File: config.mk
export PLATFORM = sky130hd
export DESIGN_NAME = fetch_stage_flat
export DESIGN_NICKNAME = d
export VERILOG_FILES = /design/src/rtl/fetch_stage_if.sv /design/src/rtl/fetch_stage.sv /design/src/flat_wrapper.sv
export SDC_FILE = /design/constraint.sdc
export NUM_CORES = 1
export LEC_CHECK = 0
export CAP_MARGIN = 20
export CORE_ASPECT_RATIO = 1.4
export CORE_MARGIN = 10
export CORE_UTILIZATION = 25
export CTS_CLUSTER_DIAMETER = 200
export DETAILED_ROUTE_END_ITERATION = 10
export PLACE_DENSITY = 0.58
export SYNTH_ARGS = -nofsm -noshare
export SYNTH_HDL_FRONTEND = slang
export SYNTH_SLANG_ARGS = --single-unit
File: constraint.sdc
create_clock -name clk -period 2 [get_ports clk]
set_input_delay 0.2 -clock clk [delete_from_list [all_inputs] [get_ports clk]]
set_output_delay 0.2 -clock clk [all_outputs]
set_load 0.1 [all_outputs]
File: src/rtl/fetch_stage_if.sv
// Instruction-memory bus and IF/ID bundle between fetch_stage and its neighbours.
// master = fetch_stage side, slave = memory / decode side.
interface fetch_stage_if #(
    parameter int WIDTH = 16,
    parameter int PC_W  = 32
);
    logic [PC_W-1:0]  imem_addr;
    logic [WIDTH-1:0] imem_data;
    logic [WIDTH-1:0] ifid_instr;
    logic [PC_W-1:0]  ifid_pc;
    logic             ifid_ldm_val;
    logic             ifid_int;

    modport master (
        output imem_addr,
        input  imem_data,
        output ifid_instr,
        output ifid_pc,
        output ifid_ldm_val,
        output ifid_int
    );

    modport slave (
        input  imem_addr,
        output imem_data,
        input  ifid_instr,
        input  ifid_pc,
        input  ifid_ldm_val,
        input  ifid_int
    );
endinterface

File: src/rtl/fetch_stage.sv
// Fetch stage + IF/ID register: PC select, stalls, flushes, LDM immediate tagging.
// Define IF_INT_EN to enable interrupt-bubble injection.
module fetch_stage #(
    parameter int              WIDTH    = 16,
    parameter int              PC_W     = 32,
    parameter logic [PC_W-1:0] RESET_PC = '0,
    parameter logic [4:0]      LDM_OPC  = 5'h0C
) (
    input  logic             clk,
    input  logic             rst,
    fetch_stage_if.master    bus,
    input  logic             load_use,
    input  logic             freeze_cu,
    input  logic             fetch_pc_en,
    input  logic             flush,
    input  logic [1:0]       pc_sel,
    input  logic [PC_W-1:0]  pc_jmp,
    input  logic [WIDTH-1:0] pop_data,
    input  logic             pop_pc1,
    input  logic             pop_pc2,
    input  logic             int_req,
    output logic [PC_W-1:0]  pc_out
);

    logic [PC_W-1:0]  pc_q,         pc_d;
    logic [WIDTH-1:0] pc_hi_q,      pc_hi_d;
    logic             ldm_pend_q,   ldm_pend_d;
    logic [WIDTH-1:0] ifid_instr_q, ifid_instr_d;
    logic [PC_W-1:0]  ifid_pc_q,    ifid_pc_d;
    logic             ifid_ldm_q,   ifid_ldm_d;
    logic             ifid_int_d;

    logic             stall;
    logic             redir_stk;
    logic             redir_jmp;
    logic             redirect;
    logic             int_acc;
    logic             is_ldm;
    logic [PC_W-1:0]  pc_inc;

    logic             pc_hold;
    logic             pc_adv;
    logic             ifid_nop;
    logic             ifid_hold;
    logic             ifid_bub;
    logic             ifid_adv;

    assign stall     = load_use | freeze_cu | ~fetch_pc_en;
    assign redir_stk = (pc_sel == 2'b10) & pop_pc2;
    assign redir_jmp = (pc_sel == 2'b01);
    assign redirect  = redir_stk | redir_jmp;
    assign pc_inc    = pc_q + 1'b1;

    // The immediate word of an LDM may itself look like an LDM; never chain.
    assign is_ldm = (bus.imem_data[WIDTH-1:WIDTH-5] == LDM_OPC) & ~ldm_pend_q;

    assign pc_hold = ~redirect & (stall | int_acc);
    assign pc_adv  = ~redirect & ~stall & ~int_acc;

    assign ifid_nop  = redirect | flush;
    assign ifid_hold = ~ifid_nop & stall;
    assign ifid_bub  = int_acc;
    assign ifid_adv  = ~ifid_nop & ~stall & ~int_acc;

`ifdef IF_INT_EN
    logic int_pend_q, int_pend_d;
    logic ifid_int_q;

    assign int_acc = int_pend_q & ~stall & ~redirect
                   & ~flush & ~ldm_pend_q;
    // A request landing on the accept cycle must survive the clear.
    assign int_pend_d = int_acc ? int_req : (int_pend_q | int_req);

    always_ff @(posedge clk) begin
        if (rst) begin
            int_pend_q <= 1'b0;
            ifid_int_q <= 1'b0;
        end else begin
            int_pend_q <= int_pend_d;
            ifid_int_q <= ifid_int_d;
        end
    end

    assign bus.ifid_int = ifid_int_q;
`else
    logic int_req_unused;
    logic ifid_int_unused;

    assign int_acc         = 1'b0;
    assign int_req_unused  = int_req;
    assign ifid_int_unused = ifid_int_d;
    assign bus.ifid_int    = 1'b0;
`endif

    always_comb begin
        pc_d    = pc_q;
        pc_hi_d = pc_hi_q;
        if (pop_pc1) begin
            pc_hi_d = pop_data;
        end
        unique case (1'b1)
            redir_stk: pc_d = PC_W'({pc_hi_q, pop_data});
            redir_jmp: pc_d = pc_jmp;
            pc_hold:   pc_d = pc_q;
            pc_adv:    pc_d = pc_inc;
            default:   pc_d = pc_q;
        endcase
    end

    always_comb begin
        ifid_instr_d = ifid_instr_q;
        ifid_pc_d    = ifid_pc_q;
        ifid_ldm_d   = ifid_ldm_q;
        ifid_int_d   = bus.ifid_int;
        ldm_pend_d   = ldm_pend_q;
        unique case (1'b1)
            ifid_nop: begin
                ifid_instr_d = '0;
                ifid_pc_d    = '0;
                ifid_ldm_d   = 1'b0;
                ifid_int_d   = 1'b0;
                ldm_pend_d   = 1'b0;
            end
            ifid_hold: begin
                ifid_instr_d = ifid_instr_q;
            end
            ifid_bub: begin
                ifid_instr_d = '0;
                ifid_pc_d    = pc_q;
                ifid_ldm_d   = 1'b0;
                ifid_int_d   = 1'b1;
            end
            ifid_adv: begin
                ifid_instr_d = bus.imem_data;
                ifid_pc_d    = pc_inc;
                ifid_ldm_d   = ldm_pend_q;
                ifid_int_d   = 1'b0;
                ldm_pend_d   = is_ldm;
            end
            default: begin
                ifid_instr_d = ifid_instr_q;
            end
        endcase
    end

    always_ff @(posedge clk) begin
        if (rst) begin
            pc_q         <= RESET_PC;
            pc_hi_q      <= '0;
            ldm_pend_q   <= 1'b0;
            ifid_instr_q <= '0;
            ifid_pc_q    <= '0;
            ifid_ldm_q   <= 1'b0;
        end else begin
            pc_q         <= pc_d;
            pc_hi_q      <= pc_hi_d;
            ldm_pend_q   <= ldm_pend_d;
            ifid_instr_q <= ifid_instr_d;
            ifid_pc_q    <= ifid_pc_d;
            ifid_ldm_q   <= ifid_ldm_d;
        end
    end

    assign bus.imem_addr    = pc_q;
    assign bus.ifid_instr   = ifid_instr_q;
    assign bus.ifid_pc      = ifid_pc_q;
    assign bus.ifid_ldm_val = ifid_ldm_q;
    assign pc_out           = pc_q;

endmodule

File: src/flat_wrapper.sv
// flat-port wrapper written by rule: the top's interface ports become plain ports
module fetch_stage_flat 
#(
    parameter int              WIDTH    = 16,
    parameter int              PC_W     = 32,
    parameter logic [PC_W-1:0] RESET_PC = '0,
    parameter logic [4:0]      LDM_OPC  = 5'h0C
)
  (clk, rst, load_use, freeze_cu, fetch_pc_en, flush, pc_sel, pc_jmp, pop_data, pop_pc1, pop_pc2, int_req, pc_out, bus_imem_addr, bus_imem_data, bus_ifid_instr, bus_ifid_pc, bus_ifid_ldm_val, bus_ifid_int);
  fetch_stage_if #(.WIDTH(WIDTH), .PC_W(PC_W)) bus_i ();
  input  logic clk;
  input  logic rst;
  input  logic load_use;
  input  logic freeze_cu;
  input  logic fetch_pc_en;
  input  logic flush;
  input  logic [1:0] pc_sel;
  input  logic [PC_W-1:0] pc_jmp;
  input  logic [WIDTH-1:0] pop_data;
  input  logic pop_pc1;
  input  logic pop_pc2;
  input  logic int_req;
  output logic [PC_W-1:0] pc_out;
  output wire logic [$bits(bus_i.imem_addr)-1:0] bus_imem_addr;
  input wire logic [$bits(bus_i.imem_data)-1:0] bus_imem_data;
  output wire logic [$bits(bus_i.ifid_instr)-1:0] bus_ifid_instr;
  output wire logic [$bits(bus_i.ifid_pc)-1:0] bus_ifid_pc;
  output wire logic [$bits(bus_i.ifid_ldm_val)-1:0] bus_ifid_ldm_val;
  output wire logic [$bits(bus_i.ifid_int)-1:0] bus_ifid_int;
  assign bus_imem_addr = bus_i.imem_addr;
  assign bus_i.imem_data = bus_imem_data;
  assign bus_ifid_instr = bus_i.ifid_instr;
  assign bus_ifid_pc = bus_i.ifid_pc;
  assign bus_ifid_ldm_val = bus_i.ifid_ldm_val;
  assign bus_ifid_int = bus_i.ifid_int;
  fetch_stage #(.WIDTH(WIDTH), .PC_W(PC_W), .RESET_PC(RESET_PC), .LDM_OPC(LDM_OPC)) u_core (.clk(clk), .rst(rst), .bus(bus_i), .load_use(load_use), .freeze_cu(freeze_cu), .fetch_pc_en(fetch_pc_en), .flush(flush), .pc_sel(pc_sel), .pc_jmp(pc_jmp), .pop_data(pop_data), .pop_pc1(pop_pc1), .pop_pc2(pop_pc2), .int_req(int_req), .pc_out(pc_out));
endmodule
# Yosys cells after proc, flatten, opt, wreduce, memory -nomap -nowiden
# Index checks and enable logic that the tools add are counted.
# word_totals
ff_bits	98
word_cells	30
inputBits	75
# classes
n_mux	5
n_reduce_logical	2
addsub	1
bitwise_logic	13
n_eq_ne	3
# ops
op	count
32-bit case mux with 3 select lines	1
32-bit case mux with 2 select lines	1
32-bit by 1-bit adder with 32-bit output (second input constant)	1
16-bit case mux with 2 select lines	1
5-bit by 4-bit equality test with 1-bit output (second input constant)	1
1-bit NOT	5
1-bit bitwise AND	4
1-bit bitwise OR	4
1-bit case mux with 2 select lines	2
3-bit nonzero test	1
2-bit by 1-bit equality test with 1-bit output (second input constant)	1
2-bit equality test (second input constant)	1
2-bit nonzero test	1

# Longest topological paths before layout
# Gate-level depths: netlist (run 1).
# logic_depth
depth_word	7
depth_mapped	8
mapped_depth_nobuf	6

# Worst setup path after synthesis (run 1)
# OpenSTA, ideal clock, no wires.
# synth_path
path_kind	reg-to-reg
from	reg u_core.pc_q[8] (netlist: u_core.bus.imem_addr[8])
to	reg u_core.pc_q[25] (netlist: u_core.bus.imem_addr[25])
n_path_buf	1
t_required_ns	1.880
stages_incl_launch_ff	7
synth_period_minus_slack_ns	2.759
arrival_ns	2.639
slack_ns	-0.759
setup_time_ns	0.120
cell_sequence	dfxtp_1 -> buf_2 -> nand4_4 -> nor4_4 -> nand4_2 -> a31o_1 -> a211o_1
# synth_via
elab_chain_cells	2
# synth_lines
element	line_no	source
start: declaration	fetch_stage.sv:25	logic [PC_W-1:0] pc_q, pc_d;
start signal: assignment	fetch_stage.sv:155	pc_q <= pc_d;
32-bit by 1-bit adder with 32-bit output	fetch_stage.sv:52	assign pc_inc = pc_q + 1'b1;
32-bit case mux with 3 select lines	fetch_stage.sv:101	unique case (1'b1)
# No other way between the ends.
# A chain may end at the register's enable or synchronous reset.

# Worst setup path in the final report (run 1)
# layout_path
from	reg u_core.pc_q[6] (netlist: u_core.bus.imem_addr[6])
to	reg u_core.pc_q[19] (netlist: u_core.bus.imem_addr[19])
# Same word-level chain as after synthesis.

==> summary.md, run 1 <==
| Metric | Value |
|---|---|
| Status | completed |
| Total grt overflow | 0 |
| Die H | between 150 and 200 um |
| Synthesized Nets | 680 |
| Final net count | 879 |
| CTS buffer count | 9 |
| Highest metal used | met5 |
| Initial Utilization | 25.4% |
| MaxCap Viol Count | 0 |
| Power Density | between 700 and 800 mW/mm2 |
| RSZ-0062 raised after global routing | no |
| Met1 WL | 8.38 mm |
| Met2 wire length | 10.6 mm |
| Residual DRC count | 0 |
| Vias per cell | 5.04 |
| Worst R2R Start | u_core.bus.imem_addr[6] |
| Dominant synthesized flop cell | dfxtp_1 |
| Slew @ Worst Pin | 0.609 ns |
| Initial antenna violation count | 2 |
| Top cell type's share of synthesized area | 38.7% |
| Area of the multi-input gates | between 0.002 and 0.003 mm2 |
| TritonCTS clock tree | built |
| Sinks on Clock Net | 98 |
| Initial DRC count | 374 |
| GP Congestion | 0.965 |
| Slowest-stage cell, CP | dfxtp_4 |
| Via count | 5345 |
| Met3 routed WL | 1.84 mm |
| Avg Inst Size Synth | 8.38 um2 |
| Root Driver | clkbuf_16 |
| Clock skew | between 0.01 and 0.015 ns |
| Fraction of layout cells with a size suffix above 1 | 31.4% |
| Register area | a little over 0.002 mm2 |
| Reg-to-Reg End | u_core.bus.imem_addr[19] |
| Initial DRT Pass Iterations | 5 |
| Pins over their slew limit | 0 |
| Synthesized flop and latch total | 98 |
| Post-CTS Setup Bufs | 0 |
| Worst-path clk slew | 0.07 ns |
| I/O Buffers | 186 |
| Die W | 140 um |
| Warnings, synthesis | 0 |
| Global-route wire length before repair | 32.7 mm |
| Leakage | 3.07 nW |
| Fin util | a little under two fifths |
| Largest net degree at the start of global routing | 55 |
| Peak supply drop | approximately 0.00042 V |
| Number of fill cells | 2080 |
| Final hold vios | 0 |
| WHS | around 0.26 ns |
| Post-DP HPWL | between 15 and 20 mm |
| Final Cycle Share | 95.4% |
| Startpoint class of the critical path | flop |
| Cells after synthesis | between 600 and 700 |
| Ys async rst share | 0% |
| Synth top area cells | dfxtp_1, a22oi_1, nor2_1 |
| Clock buffer depth | 2 |
| Mapped cell area | 0.00506 mm2 |
| Critical path cell sequence | nand4_4, buf_4, nor4_4, nand2_1, a221o_1, a221oi_2 |
| Syn-to-layout area delta | 51.0% |
| Slew headroom | 59.4% |
| Final Critical Period | 1.91 ns |
| Max FO, Critical Path | 8 |
| Core area | 0.0199 mm2 |
| Reg2reg path depth | 6 |
| Yosys cell types | 60 |
| Crit. Startpoint | u_core.bus.imem_addr[6] |
| CP peak stage delay | 0.42 ns |
| Crit. End Element | flop |
| WS Path Type | flop to flop |
| Internal reg-to-reg setup slack | 0.09 ns |
| Total wire length | 21.4 mm |
| Req. time, crit path | 2.26 ns |
| Die ar. | 0.0264 mm2 |
| Row cnt | 61 |
| Hold Crit Class | input pin to flop |
| Post-synth top area cell | dfxtp_1 |
| H-tree depth | 3 |
| Average wire per standard cell | 20.1 um |
| All-Layer GR Usage | between 10% and 20% |
| Worst Path Arrival | roughly 2.2 ns |
| Vias in the first global route | 5564 |
| Post-synth EDFFs | 0 |
| Final setup vio count | 0 |
| Skew-Pair Late Insertion Delay | 0.36 ns |
| Hold_sp | rst |
| FMAX | roughly 520 MHz |
| Setup crit end | u_core.bus.imem_addr[19] |
| Sequential fraction of the synthesis area | between 30 and 40% |
| Number of I/O pins | 189 |
| Routed Antenna Nets | 0 |
[Yosys cell counts (4+ instances only)]
master,number
a211oi_1,7
a21oi_1,20
a221oi_1,10
a22oi_1,39
a31oi_1,6
and3_1,5
and4_1,5
buf_2,12
buf_4,33
clkbuf_1,29
dfxtp_1,98
inv_1,5
mux2i_1,17
nand2_1,46
nand3_1,23
nand4_1,10
nor2_1,76
nor3_1,16
nor4_1,9
o211ai_1,6
o21ai_0,36
o221ai_1,5
o22ai_1,4
xnor2_1,19
xor2_1,13
[worst min-delay path by stage]
stage | slack, ns | depth (start not counted) | endpoint
after floorplan | 0.34 | 2 | u_core.bus.imem_addr[20]
after CTS | 0.24 | 2 | u_core.bus.imem_addr[24]
after detailed placement | 0.44 | 2 | u_core.bus.ifid_pc[22]
after global routing | 0.28 | 2 | u_core.bus.imem_addr[24]
final | 0.26 | 2 | u_core.bus.imem_addr[24]
after global placement | 0.44 | 2 | u_core.bus.ifid_pc[22]
[layout make-up]
type / count / area share, %
Multi-Input combinational cell: 421 / 35.1
Timing Repair Buffer: 268 / 29.8
Sequential cell: 98 / 26.8
Tap cell: 252 / 4.12
Clock buffer: 14 / 3.73
Inverter: 5 / 0.245
Clock inverter: 2 / 0.196
Antenna cell: 1 / 0.0327
[placed cells by master (no fill, tap or decap), types with 6 or more instances in the layout]
cell type        netlist  final
mux2i_1               17     17
buf_4                 33    188
nand3_1               23     23
nor2_1                76     74
clkdlybuf4s50_1        0     72
a22oi_1               39     39
o21ai_0               36     36
nor3_1                16     15
nand4_1               10     10
a211oi_1               7      7
buf_12                 0      7
dfxtp_4                0     21
a21oi_1               20     20
dfxtp_1               98     73
xor2_1                13     13
nor4_1                 9      7
a221oi_1              10      9
a31oi_1                6      6
nand2_1               46     46
o211ai_1               6      6
xnor2_1               19     19
clkbuf_16              0     10
[logic make-up after synthesis]
| group | synth area share (%) |
|---|---|
| compound gates | 21.5 |
| flops | 38.7 |
| buf+inv | 9.12 |
| xor+xnor | 5.53 |
| simple gates | 21.4 |
| other cells | 0.0741 |
| fa+ha+maj | 0.247 |
| mux | 3.36 |
[layer usage]
layer  up-vias  GRT usage [%]
li1       2586              -
met1      2520           17.5
met2       208           26.9
met3        29           4.98
met4         2           5.33
met5         -              0
[sequential cells by signal (all words and copies together), names as in the netlist]
signal	flops
u_core.bus.ifid_ldm_val	1
u_core.bus.ifid_pc	32
u_core.bus.imem_addr	32
u_core.pc_hi_q	16
u_core.ldm_pend_q	1
u_core.bus.ifid_instr	16
[metrics by stage]
stage	cells	TNS, ns	cell area (um2)	setup slack, ns	power [mW]
2_1_floorplan	604	-0.155	5180	-0.0531	3.12
3_3_place_gp	1044	-2.03	7310	-0.131	3.59
3_5_place_dp	1044	-3.65	7310	-0.152	3.59
4_1_cts	1060	0	7610	0.0814	5.41
5_1_grt	1061	0	7640	0.0165	5.56
6_report	1061	0	7640	0.0922	5.36
[worst max-delay path: cells and delay by family, from the launching register on]
family          cells  cell delay (ns)
simple gates        3             0.58
flops               1             0.42
buf+inv             1             0.20
compound gates      2             0.60
[timing repair]
action / 4_1_cts / 5_1_grt
gates resized for setup: 0 / 5
hold buffers: 0 / 0
endpoints found under the setup margin: 0 / 3
[where the power goes]
group	switching, mW	internal [mW]	total (mW)
Sequential	0.0910	2.01	2.10
Combinational	0.998	0.449	1.45
Clock	0.818	0.997	1.81
Total	1.91	3.45	5.36
(Power assumes the default switching activity.)
==> run 2, diff against run 1 <==
Settings changed: TNS_END_PERCENT from default to 100.
==> results of run 2 <==
The final DEF is identical to that of run 1; final timing and power are the same.
==> run 3, diff against run 2 <==
Settings changed: CORE_UTILIZATION 25 to 40, PLACE_DENSITY 0.58 to 0.82.
==> summary.md, run 3 (synthesized netlist as in run 1, its figures left out) <==
| Metric | Value |
|---|---|
| Status | completed |
| Worst R2R Start | u_core.bus.imem_addr[1] |
| Final net count | 871 |
| Sinks on Clock Net | 98 |
| Via count | roughly 5400 |
| Post-DP HPWL | 15.9 mm |
| Crit. Startpoint | u_core.bus.imem_addr[1] |
| Residual DRC count | 0 |
| H-tree depth | 3 |
| Commonest non-fill, non-tap cell in the layout | buf_4 |
| Hold Crit Class | input pin to flop |
| Final hold vios | 0 |
| Slowest-stage cell, CP | or4_1 |
| Worst Path Arrival | roughly 2.1 ns |
| Clock skew | slightly above 0.008 ns |
| Final Cycle Share | 94.1% |
| Vias in the first global route | approximately 5700 |
| Die ar. | 0.0176 mm2 |
| Net Sw Frac | 34.8% |
| Final instance area | 0.00741 mm2 |
| GP Congestion | between 0.9 and 1 |
| MaxCap Viol Count | 0 |
| Largest net degree at the start of global routing | 46 |
| Syn-to-layout area delta | 46.3% |
| Initial antenna violation count | 0 |
| Placed instance area | 0.00711 mm2 |
| Most frequent cells in the layout | buf_4, nor2_1, dfxtp_1, clkdlybuf4s50_1, nand2_1 |
| Leakage | 3.00 nW |
| Row cnt | 48 |
| Final Critical Period | 1.88 ns |
| FMAX | approximately 530 MHz |
| Vias per cell | 5.71 |
| # diodes | 0 |
| I/O Buffers | approximately 190 |
| Total grt overflow | 0 |
| Clock power share | 32.4% |
| Root Driver | clkbuf_16 |
| RSZ-0062 raised after global routing | no |
| Startpoint class of the critical path | flop |
| Total wire length | about 20 mm |
| CTS buffer count | 9 |
| Worst-path clk slew | around 0.060 ns |
| Skew-Pair Late Insertion Delay | 0.35 ns |
| Core area | 0.0124 mm2 |
| Int Pwr | ~3.4 mW |
| Die W | 115 um |
| Power Density | approximately 700 mW/mm2 |
| Crit. End Element | flop |
| Number of I/O pins | 189 |
| Average wire per standard cell | 21.0 um |
| Clock buffer depth | 2 |
| P_sw | 1.82 mW |
| Req. time, crit path | 2.23 ns |
| WHS | 0.380 ns |
| Die H | 153 um |
| WS Path Type | flop to flop |
| Initial DRT Pass Iterations | 5 |
| Global-route wire length before repair | roughly 31 mm |
| Peak supply drop | between 0.0004 and 0.0005 V |
| Fraction of layout cells with a size suffix above 1 | 30.3% |
| TritonCTS clock tree | built |
| Pins over their slew limit | 0 |
| Max FO, Critical Path | 6 |
| Critical path cell sequence | buf_4, nand4_1, buf_4, or4_1, nand2_1, a21oi_1, a2111oi_1 |
| Most frequent CP cell | buf_4 |
| Share of power burned in registers | between 40 and 50% |
| All-Layer GR Usage | 22.1% |
| Final setup vio count | 0 |
| Initial Utilization | slightly above 40% |
| Initial DRC count | around 290 |
| Comb power frac | between 20% and 30% |
| CP peak stage delay | 0.48 ns |
| Routed Antenna Nets | 0 |
| Hold_sp | rst |
## run 3: changes by cell type in the layout (fill, tap and decap cells not counted), sizes merged
cell and delta:
buf -8, clkbuf +1, diode -1, inv -1
## run 3: layout make-up
cell class | instances | area, um2
repair buffers | 260 | 2200
fillers | 1113 | 4970
clock buffers | 15 | 279
multi-input cells | 421 | 2660
flip-flops and latches | 98 | 2050
well taps | 150 | 188
inverters | 5 | 18.8
clock inverters | 1 | 8.76
## run 3: path summary, 6_finish.rpt
path	end	slack (ns)	cells past startpoint
min	u_core.pc_hi_q[0]	0.38	3
max reg2reg	u_core.bus.imem_addr[11]	0.12	7
max	u_core.bus.imem_addr[11]	0.12	7
min reg2reg	u_core.bus.ifid_pc[25]	0.45	2
## run 3: worst max-delay path, delay by kind of cell (launching register included)
family,cells,cell delay [ns]
AND/OR/NAND/NOR,3,0.67
AO/OA/AOI/OAI,2,0.43
flip-flops,1,0.34
buffers and inverters,2,0.32
## run 3: metrics by stage
stage,cells,TNS (ns),setup slack [ns],power (mW),utilization (%)
floorplan,604,-0.155,-0.0531,3.12,-
global placement,934,-4.32,-0.172,3.54,57.5
detailed placement,934,-6.97,-0.196,3.56,57.5
CTS,950,0,0.119,5.25,59.8
global route,950,0,0.00754,5.42,59.9
finish,950,0,0.118,5.22,59.9
## run 3: what timing repair did
item                                    4_1_cts  5_1_grt
resized for setup                             0        2
buffers inserted                              0        0
hold buffers                                  0        0
endpoints found under the setup margin        0        2
## run 3: power by group through the flow
stage	clock network (mW)	logic [mW]	registers (mW)
floorplan	0	0.672	2.45
global placement	0	1.39	2.15
detailed placement	0	1.41	2.16
CTS	1.73	1.41	2.11
global route	1.82	1.47	2.12
finish	1.69	1.41	2.11
## run 3: routing by layer
metal,track usage [%],up-vias,part of all wire (%)
met5,0,-,0
met4,8.69,0,3.1
met3,7.21,40,8.6
met2,37.2,229,50
met1,24.9,2589,38
li1,-,2568,-
